==> config.mk <==
export PLATFORM = sky130hd
export DESIGN_NAME = uart_core_param_flat
export DESIGN_NICKNAME = d
export VERILOG_FILES = /design/src/rtl/uart_core_param_if.sv /design/src/rtl/uart_core_param.sv /design/src/flat_wrapper.sv
export SDC_FILE = /design/constraint.sdc
export NUM_CORES = 1
export LEC_CHECK = 0
export CORE_MARGIN = 2
export CORE_UTILIZATION = 52
export CTS_BUF_LIST = sky130_fd_sc_hd__clkbuf_4 sky130_fd_sc_hd__clkbuf_8 sky130_fd_sc_hd__clkbuf_16
export DETAILED_ROUTE_END_ITERATION = 6
export PLACE_DENSITY = 0.82
export SLEW_MARGIN = 40
export SYNTH_ARGS = -nofsm -noshare
export SYNTH_HDL_FRONTEND = slang
export SYNTH_SLANG_ARGS = --single-unit
export TNS_END_PERCENT = 50
==> constraint.sdc <==
create_clock -name clock -period 2.3 [get_ports clock]
set_clock_uncertainty 0.15 [all_clocks]
set_input_delay 0.46 -clock clock [delete_from_list [all_inputs] [get_ports clock]]
set_output_delay 0.46 -clock clock [all_outputs]
set_load 0.01 [all_outputs]
==> src/rtl/uart_core_param_if.sv <==
// Host/line side of uart_core_param: TX handshake, serial pins and RX result.
// The core binds to slave; the host or bench binds to master.
interface uart_core_param_if #(
  parameter int DATA_BITS = 8
);
  logic [DATA_BITS-1:0] i_tx_data;
  logic                 i_tx_valid;
  logic                 o_tx_ready;
  logic                 o_tx;
  logic                 o_tx_active;
  logic                 o_tx_done;
  logic                 i_rx;
  logic [DATA_BITS-1:0] o_rx_data;
  logic                 o_rx_valid;
  logic                 o_parity_err;
  logic                 o_frame_err;

  modport master (
    output i_tx_data, i_tx_valid, i_rx,
    input  o_tx_ready, o_tx, o_tx_active, o_tx_done,
    input  o_rx_data, o_rx_valid, o_parity_err, o_frame_err
  );

  modport slave (
    input  i_tx_data, i_tx_valid, i_rx,
    output o_tx_ready, o_tx, o_tx_active, o_tx_done,
    output o_rx_data, o_rx_valid, o_parity_err, o_frame_err
  );
endinterface

==> src/rtl/uart_core_param.sv <==
// Parametrised full-duplex UART: independent TX and RX engines with configurable
// data width, parity and stop bits, ready/valid TX handshake and RX error flags.
module uart_core_param #(
  parameter int CLK_PER_BIT = 868,
  parameter int DATA_BITS   = 8,
  parameter int PARITY      = 0,
  parameter int STOP_BITS   = 1
) (
  input  logic               clock,
  input  logic               reset,
  uart_core_param_if.slave   bus
);

  localparam int CW = $clog2(STOP_BITS * CLK_PER_BIT + 1);
  localparam int IW = $clog2(DATA_BITS + 1);

  localparam logic [CW-1:0] BIT_LAST  = CW'(CLK_PER_BIT - 1);
  localparam logic [CW-1:0] HALF_LAST = CW'(CLK_PER_BIT / 2 - 1);
  localparam logic [CW-1:0] STOP_LAST = CW'(STOP_BITS * CLK_PER_BIT - 1);
  localparam logic [IW-1:0] DATA_LAST = IW'(DATA_BITS - 1);
  localparam logic [IW-1:0] SBIT_LAST = IW'(STOP_BITS - 1);
  localparam logic          ODD       = (PARITY == 1);
  localparam bit            HAS_PAR   = (PARITY != 0);

  // ---------------------------------------------------------------- TX
  typedef enum logic [2:0] {TX_IDLE, TX_START, TX_DATA, TX_PARITY, TX_STOP} tx_state_t;

  tx_state_t            tx_state, tx_state_n;
  logic [CW-1:0]        tx_cnt, tx_cnt_n;
  logic [IW-1:0]        tx_idx, tx_idx_n;
  logic [DATA_BITS-1:0] tx_shift, tx_shift_n;
  logic                 tx_par, tx_par_n;

  always_ff @(posedge clock or posedge reset) begin
    if (reset) begin
      tx_state <= TX_IDLE;
      tx_cnt   <= '0;
      tx_idx   <= '0;
      tx_shift <= '0;
      tx_par   <= 1'b0;
    end else begin
      tx_state <= tx_state_n;
      tx_cnt   <= tx_cnt_n;
      tx_idx   <= tx_idx_n;
      tx_shift <= tx_shift_n;
      tx_par   <= tx_par_n;
    end
  end

  // Line and status outputs decode straight from the state register so the
  // start bit appears in the first cycle after accept and reset forces idle at once.
  always_comb begin
    tx_state_n      = tx_state;
    tx_cnt_n        = tx_cnt + 1'b1;
    tx_idx_n        = tx_idx;
    tx_shift_n      = tx_shift;
    tx_par_n        = tx_par;
    bus.o_tx        = 1'b1;
    bus.o_tx_ready  = 1'b0;
    bus.o_tx_active = 1'b1;
    bus.o_tx_done   = 1'b0;
    unique case (tx_state)
      TX_IDLE: begin
        bus.o_tx_ready  = 1'b1;
        bus.o_tx_active = 1'b0;
        tx_cnt_n        = '0;
        if (bus.i_tx_valid) begin
          tx_shift_n = bus.i_tx_data;
          tx_par_n   = (^bus.i_tx_data) ^ ODD;
          tx_idx_n   = '0;
          tx_state_n = TX_START;
        end
      end
      TX_START: begin
        bus.o_tx = 1'b0;
        if (tx_cnt == BIT_LAST) begin
          tx_cnt_n   = '0;
          tx_state_n = TX_DATA;
        end
      end
      TX_DATA: begin
        bus.o_tx = tx_shift[0];
        if (tx_cnt == BIT_LAST) begin
          tx_cnt_n   = '0;
          tx_shift_n = tx_shift >> 1;
          if (tx_idx == DATA_LAST) tx_state_n = HAS_PAR ? TX_PARITY : TX_STOP;
          else                     tx_idx_n   = tx_idx + 1'b1;
        end
      end
      TX_PARITY: begin
        bus.o_tx = tx_par;
        if (tx_cnt == BIT_LAST) begin
          tx_cnt_n   = '0;
          tx_state_n = TX_STOP;
        end
      end
      TX_STOP: begin
        if (tx_cnt == STOP_LAST) begin
          bus.o_tx_done = 1'b1;
          tx_cnt_n      = '0;
          tx_state_n    = TX_IDLE;
        end
      end
      default: tx_state_n = TX_IDLE;
    endcase
  end

  // ---------------------------------------------------------------- RX
  typedef enum logic [2:0] {RX_IDLE, RX_START, RX_DATA, RX_PARITY, RX_STOP} rx_state_t;

  logic                 rx_meta, rx_sync;
  rx_state_t            rx_state, rx_state_n;
  logic [CW-1:0]        rx_cnt, rx_cnt_n;
  logic [IW-1:0]        rx_idx, rx_idx_n;
  logic [DATA_BITS-1:0] rx_shift, rx_shift_n;
  logic                 rx_perr, rx_perr_n;
  logic                 rx_ferr, rx_ferr_n;
  logic                 rx_hold, rx_hold_n;
  logic                 rx_load;
  logic [DATA_BITS-1:0] rx_data_q;
  logic                 rx_valid_q, perr_q, ferr_q;

  always_ff @(posedge clock or posedge reset) begin
    if (reset) begin
      rx_meta <= 1'b1;
      rx_sync <= 1'b1;
    end else begin
      rx_meta <= bus.i_rx;
      rx_sync <= rx_meta;
    end
  end

  always_ff @(posedge clock or posedge reset) begin
    if (reset) begin
      rx_state   <= RX_IDLE;
      rx_cnt     <= '0;
      rx_idx     <= '0;
      rx_shift   <= '0;
      rx_perr    <= 1'b0;
      rx_ferr    <= 1'b0;
      rx_hold    <= 1'b0;
      rx_data_q  <= '0;
      rx_valid_q <= 1'b0;
      perr_q     <= 1'b0;
      ferr_q     <= 1'b0;
    end else begin
      rx_state   <= rx_state_n;
      rx_cnt     <= rx_cnt_n;
      rx_idx     <= rx_idx_n;
      rx_shift   <= rx_shift_n;
      rx_perr    <= rx_perr_n;
      rx_ferr    <= rx_ferr_n;
      rx_hold    <= rx_hold_n;
      rx_valid_q <= rx_load;
      if (rx_load) begin
        rx_data_q <= rx_shift;
        perr_q    <= rx_perr;
        ferr_q    <= rx_ferr_n;
      end
    end
  end

  // rx_hold keeps a held-low line (break) from re-triggering until it goes high.
  always_comb begin
    rx_state_n = rx_state;
    rx_cnt_n   = rx_cnt + 1'b1;
    rx_idx_n   = rx_idx;
    rx_shift_n = rx_shift;
    rx_perr_n  = rx_perr;
    rx_ferr_n  = rx_ferr;
    rx_hold_n  = rx_hold & ~rx_sync;
    rx_load    = 1'b0;
    unique case (rx_state)
      RX_IDLE: begin
        rx_cnt_n = '0;
        if (!rx_sync && !rx_hold) begin
          rx_perr_n  = 1'b0;
          rx_ferr_n  = 1'b0;
          rx_idx_n   = '0;
          rx_state_n = RX_START;
        end
      end
      RX_START: begin
        if (rx_cnt == HALF_LAST) begin
          rx_cnt_n   = '0;
          rx_state_n = rx_sync ? RX_IDLE : RX_DATA;
        end
      end
      RX_DATA: begin
        if (rx_cnt == BIT_LAST) begin
          rx_cnt_n   = '0;
          rx_shift_n = {rx_sync, rx_shift[DATA_BITS-1:1]};
          if (rx_idx == DATA_LAST) begin
            rx_idx_n   = '0;
            rx_state_n = HAS_PAR ? RX_PARITY : RX_STOP;
          end else begin
            rx_idx_n = rx_idx + 1'b1;
          end
        end
      end
      RX_PARITY: begin
        if (rx_cnt == BIT_LAST) begin
          rx_cnt_n   = '0;
          rx_perr_n  = rx_sync ^ (^rx_shift) ^ ODD;
          rx_state_n = RX_STOP;
        end
      end
      RX_STOP: begin
        if (rx_cnt == BIT_LAST) begin
          rx_cnt_n  = '0;
          rx_ferr_n = rx_ferr | ~rx_sync;
          if (rx_idx == SBIT_LAST) begin
            rx_load    = 1'b1;
            rx_hold_n  = ~rx_sync;
            rx_state_n = RX_IDLE;
          end else begin
            rx_idx_n = rx_idx + 1'b1;
          end
        end
      end
      default: rx_state_n = RX_IDLE;
    endcase
  end

  assign bus.o_rx_data    = rx_data_q;
  assign bus.o_rx_valid   = rx_valid_q;
  assign bus.o_parity_err = perr_q;
  assign bus.o_frame_err  = ferr_q;

endmodule
==> src/flat_wrapper.sv <==
// flat-port wrapper written by rule: the top's interface ports become plain ports
module uart_core_param_flat 
#(
  parameter int CLK_PER_BIT = 868,
  parameter int DATA_BITS   = 8,
  parameter int PARITY      = 0,
  parameter int STOP_BITS   = 1
)
  (clock, reset, bus_i_tx_data, bus_i_tx_valid, bus_i_rx, bus_o_tx_ready, bus_o_tx, bus_o_tx_active, bus_o_tx_done, bus_o_rx_data, bus_o_rx_valid, bus_o_parity_err, bus_o_frame_err);
  uart_core_param_if #(.DATA_BITS(DATA_BITS)) bus_i ();
  input  logic clock;
  input  logic reset;
  input wire logic [$bits(bus_i.i_tx_data)-1:0] bus_i_tx_data;
  input wire logic [$bits(bus_i.i_tx_valid)-1:0] bus_i_tx_valid;
  input wire logic [$bits(bus_i.i_rx)-1:0] bus_i_rx;
  output wire logic [$bits(bus_i.o_tx_ready)-1:0] bus_o_tx_ready;
  output wire logic [$bits(bus_i.o_tx)-1:0] bus_o_tx;
  output wire logic [$bits(bus_i.o_tx_active)-1:0] bus_o_tx_active;
  output wire logic [$bits(bus_i.o_tx_done)-1:0] bus_o_tx_done;
  output wire logic [$bits(bus_i.o_rx_data)-1:0] bus_o_rx_data;
  output wire logic [$bits(bus_i.o_rx_valid)-1:0] bus_o_rx_valid;
  output wire logic [$bits(bus_i.o_parity_err)-1:0] bus_o_parity_err;
  output wire logic [$bits(bus_i.o_frame_err)-1:0] bus_o_frame_err;
  assign bus_i.i_tx_data = bus_i_tx_data;
  assign bus_i.i_tx_valid = bus_i_tx_valid;
  assign bus_i.i_rx = bus_i_rx;
  assign bus_o_tx_ready = bus_i.o_tx_ready;
  assign bus_o_tx = bus_i.o_tx;
  assign bus_o_tx_active = bus_i.o_tx_active;
  assign bus_o_tx_done = bus_i.o_tx_done;
  assign bus_o_rx_data = bus_i.o_rx_data;
  assign bus_o_rx_valid = bus_i.o_rx_valid;
  assign bus_o_parity_err = bus_i.o_parity_err;
  assign bus_o_frame_err = bus_i.o_frame_err;
  uart_core_param #(.CLK_PER_BIT(CLK_PER_BIT), .DATA_BITS(DATA_BITS), .PARITY(PARITY), .STOP_BITS(STOP_BITS)) u_core (.clock(clock), .reset(reset), .bus(bus_i));
endmodule
# Yosys cells after proc, flatten, opt, wreduce, memory -nomap -nowiden
# Index checks and enable logic that the tools add are counted.
[op_classes]
addsub = 4
n_mul = 0
div = 0
magnitude_cmp = 0
n_eq_ne = 28
shift = 0
mux = 51
n_bitwise = 4
n_reduce_logical = 21
[op_table]
columns = ["operator", "count"]
rows = [
  ["3-bit 2-to-1 mux", 13],
  ["4-bit 2-to-1 mux", 8],
  ["10-bit 2-to-1 mux", 3],
  ["10-bit case mux with 3 select lines", 1],
  ["3-bit case mux with 5 select lines", 2],
  ["2-bit by 1-bit != test with 1-bit output (second input constant)", 12],
  ["10-bit by 1-bit adder with 10-bit output (second input constant)", 2],
  ["10-bit == test (second input constant)", 2],
  ["10-bit case mux with 2 select lines", 1],
  ["8-bit 2-to-1 mux", 2],
  ["8-bit case mux with 2 select lines", 1],
  ["8-bit XOR reduction", 2],
  ["1-bit 2-to-1 mux", 14],
  ["3-bit by 2-bit == test with 1-bit output (second input constant)", 4],
  ["4-bit case mux with 3 select lines", 1],
  ["10-bit by 9-bit == test with 1-bit output (second input constant)", 1],
  ["4-bit by 1-bit adder with 4-bit output (second input constant)", 2],
  ["4-bit by 3-bit == test with 1-bit output (second input constant)", 2],
  ["4-bit case mux with 2 select lines", 1],
  ["7-bit AND reduction", 1],
  ["3-bit by 1-bit == test with 1-bit output (second input constant)", 2],
  ["3-bit == test (second input constant)", 2],
  ["3-bit zero test", 2],
  ["2-bit != test (second input constant)", 3],
  ["19 further kinds", 24],
]
[totals]
ff_bits = 67
latchBits = 0
ram_bits = 0
romBits = 0
inputBits = 12
output_inout_bits = 15
word_cells = 126
n_memories = 0

# Longest topological paths before layout
# Gate-level depths: netlist of run 1.
[depth]
ltp_word = 5
depth_mapped = 8
depth_no_buf = 7

# Worst setup path after synthesis of run 1
# OpenSTA, ideal clock, no wires.
[synth_timing]
path_type = "register to register"
from = "register u_core.rx_cnt[0]"
to = "register u_core.rx_data_q[2] (netlist: u_core.bus.o_rx_data[2])"
setup_time_ps = 125
arrival_time_ps = 1837
t_required_ps = 2025
slack_ps = 189
stages_incl_launch_ff = 8
path_buffers = 2
synth_period_minus_slack_ps = 2111
path_cell_list = "dfrtp_1 -> ha_1 -> and4bb_2 -> and4_4 -> and4_1 -> buf_2 -> buf_8 -> mux2_2"
[synth_between]
elab_chain_len = 3
[synth_lines]
columns = ["element", "line", "source"]
rows = [
  ["from (decl)", "uart_core_param.sv:113", "logic [CW-1:0] rx_cnt, rx_cnt_n;"],
  ["from (signal assigned)", "uart_core_param.sv:148", "rx_cnt <= rx_cnt_n;"],
  ["10-bit == test", "uart_core_param.sv:209", "if (rx_cnt == BIT_LAST) begin"],
  ["1-bit 2-to-1 mux", "uart_core_param.sv:209", ""],
  ["1-bit 2-to-1 mux", "uart_core_param.sv:173", "unique case (rx_state)"],
  ["named net u_core.rx_load", "uart_core_param.sv:119", "logic rx_load;"],
  ["to (signal assigned)", "uart_core_param.sv:156", "rx_data_q <= rx_shift;"],
  ["to (decl)", "uart_core_param.sv:120", "logic [DATA_BITS-1:0] rx_data_q;"],
]
# The timed path passes the listed nets, and every way through them passes these cells.
# A chain may end at the register's enable or synchronous reset.

# Worst setup path after layout of run 1
[layout_timing]
from = "register u_core.tx_state[2]"
to = "output port bus_o_tx_ready"
[layout_between]
elab_chain_len = 2
[layout_lines]
columns = ["element", "line", "source"]
rows = [
  ["from (decl)", "uart_core_param.sv:28", "tx_state_t tx_state, tx_state_n;"],
  ["from (signal assigned)", "uart_core_param.sv:42", "tx_state <= tx_state_n;"],
  ["3-bit zero test", "uart_core_param.sv:62", "unique case (tx_state)"],
  ["1-bit 2-to-1 mux", "uart_core_param.sv:62", ""],
  ["to (decl)", "flat_wrapper.sv:16", "output wire logic [$bits(bus_i.o_tx_ready)-1:0] bus_o_tx_ready;"],
]
# No other way between the ends.

==> impl_metrics.toml, run 1 <==
[run_status]
outcome = "complete, no violations"

[synth]
synthXorXnorAreaFrac_pct = 8.173
syn_inst = 323
yosysSeqAreaShare_pct = 50.55
synth_most_common_cell = "dfrtp_1"
synth-simple-area-share_pct = 21.02
synth_common_cells = "65 x dfrtp_1, 43 x nor2_1, 32 x nand2_1"
synth-compound-area-share_pct = 8.399
netlist.area_leader.share_pct = 48.96
syn_area_mm2 = 0.003322
synth_top_family_by_area = "simple AND/OR/NAND/NOR gates"
synth_edf_count = 0
ys.flop_type = "dfrtp_1"
synthesis.nets = 341
synth_area_leaders = "dfrtp_1 49%, xnor2_1 7.1%, mux2_2 6.1%, nor2_1 4.9%, nand2_1 3.6%"
muxShareOfSynthArea_pct = 6.403
ys_ff_latch = 67
yosys.cell_types.count = 52
synth_fa_ha_area_share_pct = 2.561
postSynthAreaPerCell_um2 = 10.28
ys_async_sr_fraction_pct = 100.0
synth_warnings = 0
synth_top_cell_by_area = "dfrtp_1"

[clocking]
cts.htree.levels = 3
cts.hold.buffers_added = 0
clkLatencyLatePin_ns = 0.34
clock-root-buffer = "clkbuf_8"
clockBufferDepth = 2
cts_buffers = 9
cts_tree = "yes"
path_clk_slew_ns = 0.07
clock_sinks = 67

[min_path]
hold-path-cell-count = 0
min_to = "u_core.rx_sync"
worstHoldStart = "u_core.rx_meta"
min_path_type = "reg2reg"

[floorplan]
start_util_pct = 52.92
die_area_mm2 = 0.007043
io_pins = 27
die_y_um = 83.93
fp.dieW_um = 83.93
core_area_mm2 = 0.006277
rows = 29

[critical_path]
worstPathMaxFanout = 6
ff2ff_setup_slack_ns = 0.11
critPathRequiredTime_ns = 1.69
crit_family = "buffers and inverters"
critical_path_buf_inv_count = 1
r2r_end = "u_core.rx_shift[0]"
cp.arrival_ns = 1.61
slowest_stage = "clkdlybuf4s50_1"
cpPeakStageDelay_ns = 0.57
crit_chain = "nor3_4 -> clkdlybuf4s50_1"
cp-end-kind = "primary output"
path_class = "reg2out"
startpoint_type = "flop"
r2r-start = "u_core.rx_cnt[0]"
ff2ff_path_depth = 7

[detailed_routing]
wl_per_cell_um = 13.85
num_vias = 2465
detail-route-antenna-nets = 0
drt_iter0_drc = 83
drc_errors = 0
drtPass1Iterations = 4
via_per_inst = 5.502
totalWireLength_mm = 6.204

[timing]
setup_ws_ns = 0.07882
tightest_slew_ns = 0.3997
period_needed_ns = 2.221
period_share_pct = 96.57
fmax_mhz = 450.2
holdWs_ns = 0.2060
rsz0062_at_grt = "no"
slew_headroom_pct = 73.28
drv_slew = 0
fin_setup_tns_ns = 0
hold_viol = 0
setup_viol = 0

[placed_design]
placed_area_mm2 = 0.003754
pre_cts_ws_ns = 0.1020
place_congestion = 0.8455
place_hpwl_mm = 4.292
port_buffers = 26

[global_routing]
antenna_found_initial = 0
grt_max_degree = 28
grt-ovfl-total = 0
grt_pass1_wl_mm = 10.72
grt_use_total_pct = 18.98
grt_pass1_vias = 2387

[finish]
area_growth_pct = 19.89
fillers = 492
seqCellArea_mm2 = 0.001683
drive_gt1_share_pct = 17.79
final_area_mm2 = 0.003983
layout.nets = 385
antenna_cells = 0
multi_input_area_mm2 = 0.001565

[power]
switching_share_pct = 21.16
p_clk_share_pct = 43.8
p_sw_mw = 0.4754
pwr-share-seq_pct = 52.7
leakage_nw = 1.729
p_comb_share_pct = 3.5
p_int_mw = 1.772
power_density_mw_per_mm2 = 564.3
peakVddDrop_uv = 522.5

[run]
drv_cap = 0
-- routing by layer --
metal	global-route usage (%)	wire length (µm)	up-vias
li1	-	-	1215
met1	24.77	2862	1202
met2	30.18	3054	41
met3	6.330	218	7
met4	5.865	69	0
met5	0	0	-
-- flip-flops by register name (all words and copies together), names as in the netlist, 3 cells and up --
register              count
u_core.tx_state           3
u_core.tx_cnt            10
u_core.rx_idx             4
u_core.tx_idx             4
u_core.bus.o_rx_data      8
u_core.rx_state           3
u_core.tx_shift           8
u_core.rx_cnt            10
u_core.rx_shift           8
-- layout by cell type, fill, tap and decap left out, types with 3 or more instances in the layout --
cell type        synthesis  final
dfrtp_2                  0      3
clkbuf_8                 0     11
and4_1                   3      3
nand2_1                 32     32
nor2b_1                  3      3
ha_1                     6      5
mux2_2                  18     18
inv_1                   13     12
nand3_1                 14     14
a31oi_1                  9      9
xor2_1                   4      4
nand4_1                  4      4
xnor2_1                 27     27
nor3_1                   5      4
nor2_1                  43     43
o21ai_0                 12     12
dfrtp_1                 65     62
clkdlybuf4s50_1          0     24
and3_1                   7      7
nor4_1                   3      3
buf_4                    2     12
a21oi_1                  9      9
-- worst max path at each step --
stage / endpoint / start / depth (start not counted)
finish: bus_o_tx_ready / u_core.tx_state[2] / 2
global placement: bus_o_tx_done / u_core.tx_cnt[7] / 3
global route: bus_o_tx_done / u_core.tx_cnt[0] / 4
CTS: bus_o_tx_ready / u_core.tx_state[0] / 2
floorplan: u_core.bus.o_frame_err / reset / 1
detailed placement: u_core.bus.o_rx_data[7] / u_core.rx_cnt[0] / 6
-- power groups by stage --
| stage | clock (mW) | combinational [mW] | sequential [mW] |
|---|---|---|---|
| 2_1_floorplan | 0 | 0.0439 | 1.20 |
| 3_3_place_gp | 0 | 0.0812 | 1.21 |
| 3_5_place_dp | 0 | 0.0815 | 1.21 |
| 4_1_cts | 1.01 | 0.0821 | 1.18 |
| 5_1_grt | 1.05 | 0.0891 | 1.18 |
| 6_report | 0.984 | 0.0796 | 1.18 |
-- worst register-to-register path: cells and delay by family (launching register included) --
family                   cells  cell delay [ns]
buffers and inverters        1             0.19
multiplexers                 1             0.36
AND/OR/NAND/NOR              4             0.72
flip-flops                   1             0.42
adder cells (fa/ha/maj)      1             0.24
-- area by class of cell --
cell class                 instances  share of cell area, %
multi-input combinational        236                  39.30
clock inverter                     4                  1.257
inverter                          13                  1.225
sequential                        67                  42.26
tap                               77                  2.419
clock buffer                      11                  3.801
timing repair buffer              40                  9.739
-- through the flow --
stage | instances | utilization (%) | total power, mW
6_report | 448 | 63.44 | 2.247
5_1_grt | 448 | 63.44 | 2.325
4_1_cts | 447 | 63.19 | 2.279
3_5_place_dp | 432 | 59.80 | 1.287
3_3_place_gp | 432 | 59.80 | 1.287
2_1_floorplan | 323 | - | 1.249
-- cell families after synthesis --
logic type	after synthesis
AO/OA/AOI/OAI	44
flip-flops	67
adder cells (fa/ha/maj)	7
AND/OR/NAND/NOR	135
multiplexers	19
buffers and inverters	20
XOR/XNOR	31
-- repair_timing --
item                       CTS  global route
setup endpoints to repair    4             4
gates cloned                 0             0
pin swaps                    0             1
resized for setup            6             3
setup buffers                0             1
No activity file was read; power rests on OpenSTA's default activity.
==> run 2, diff against run 1 <==
CAP_MARGIN = 5   (was default)
==> results of run 2 <==
Final layout, timing and power as in run 1 (identical DEF).
==> run 3, diff against run 2 <==
CTS_CLUSTER_SIZE = 8   (was default)
==> results of run 3 <==
Final layout, timing and power as in run 1 (identical DEF).
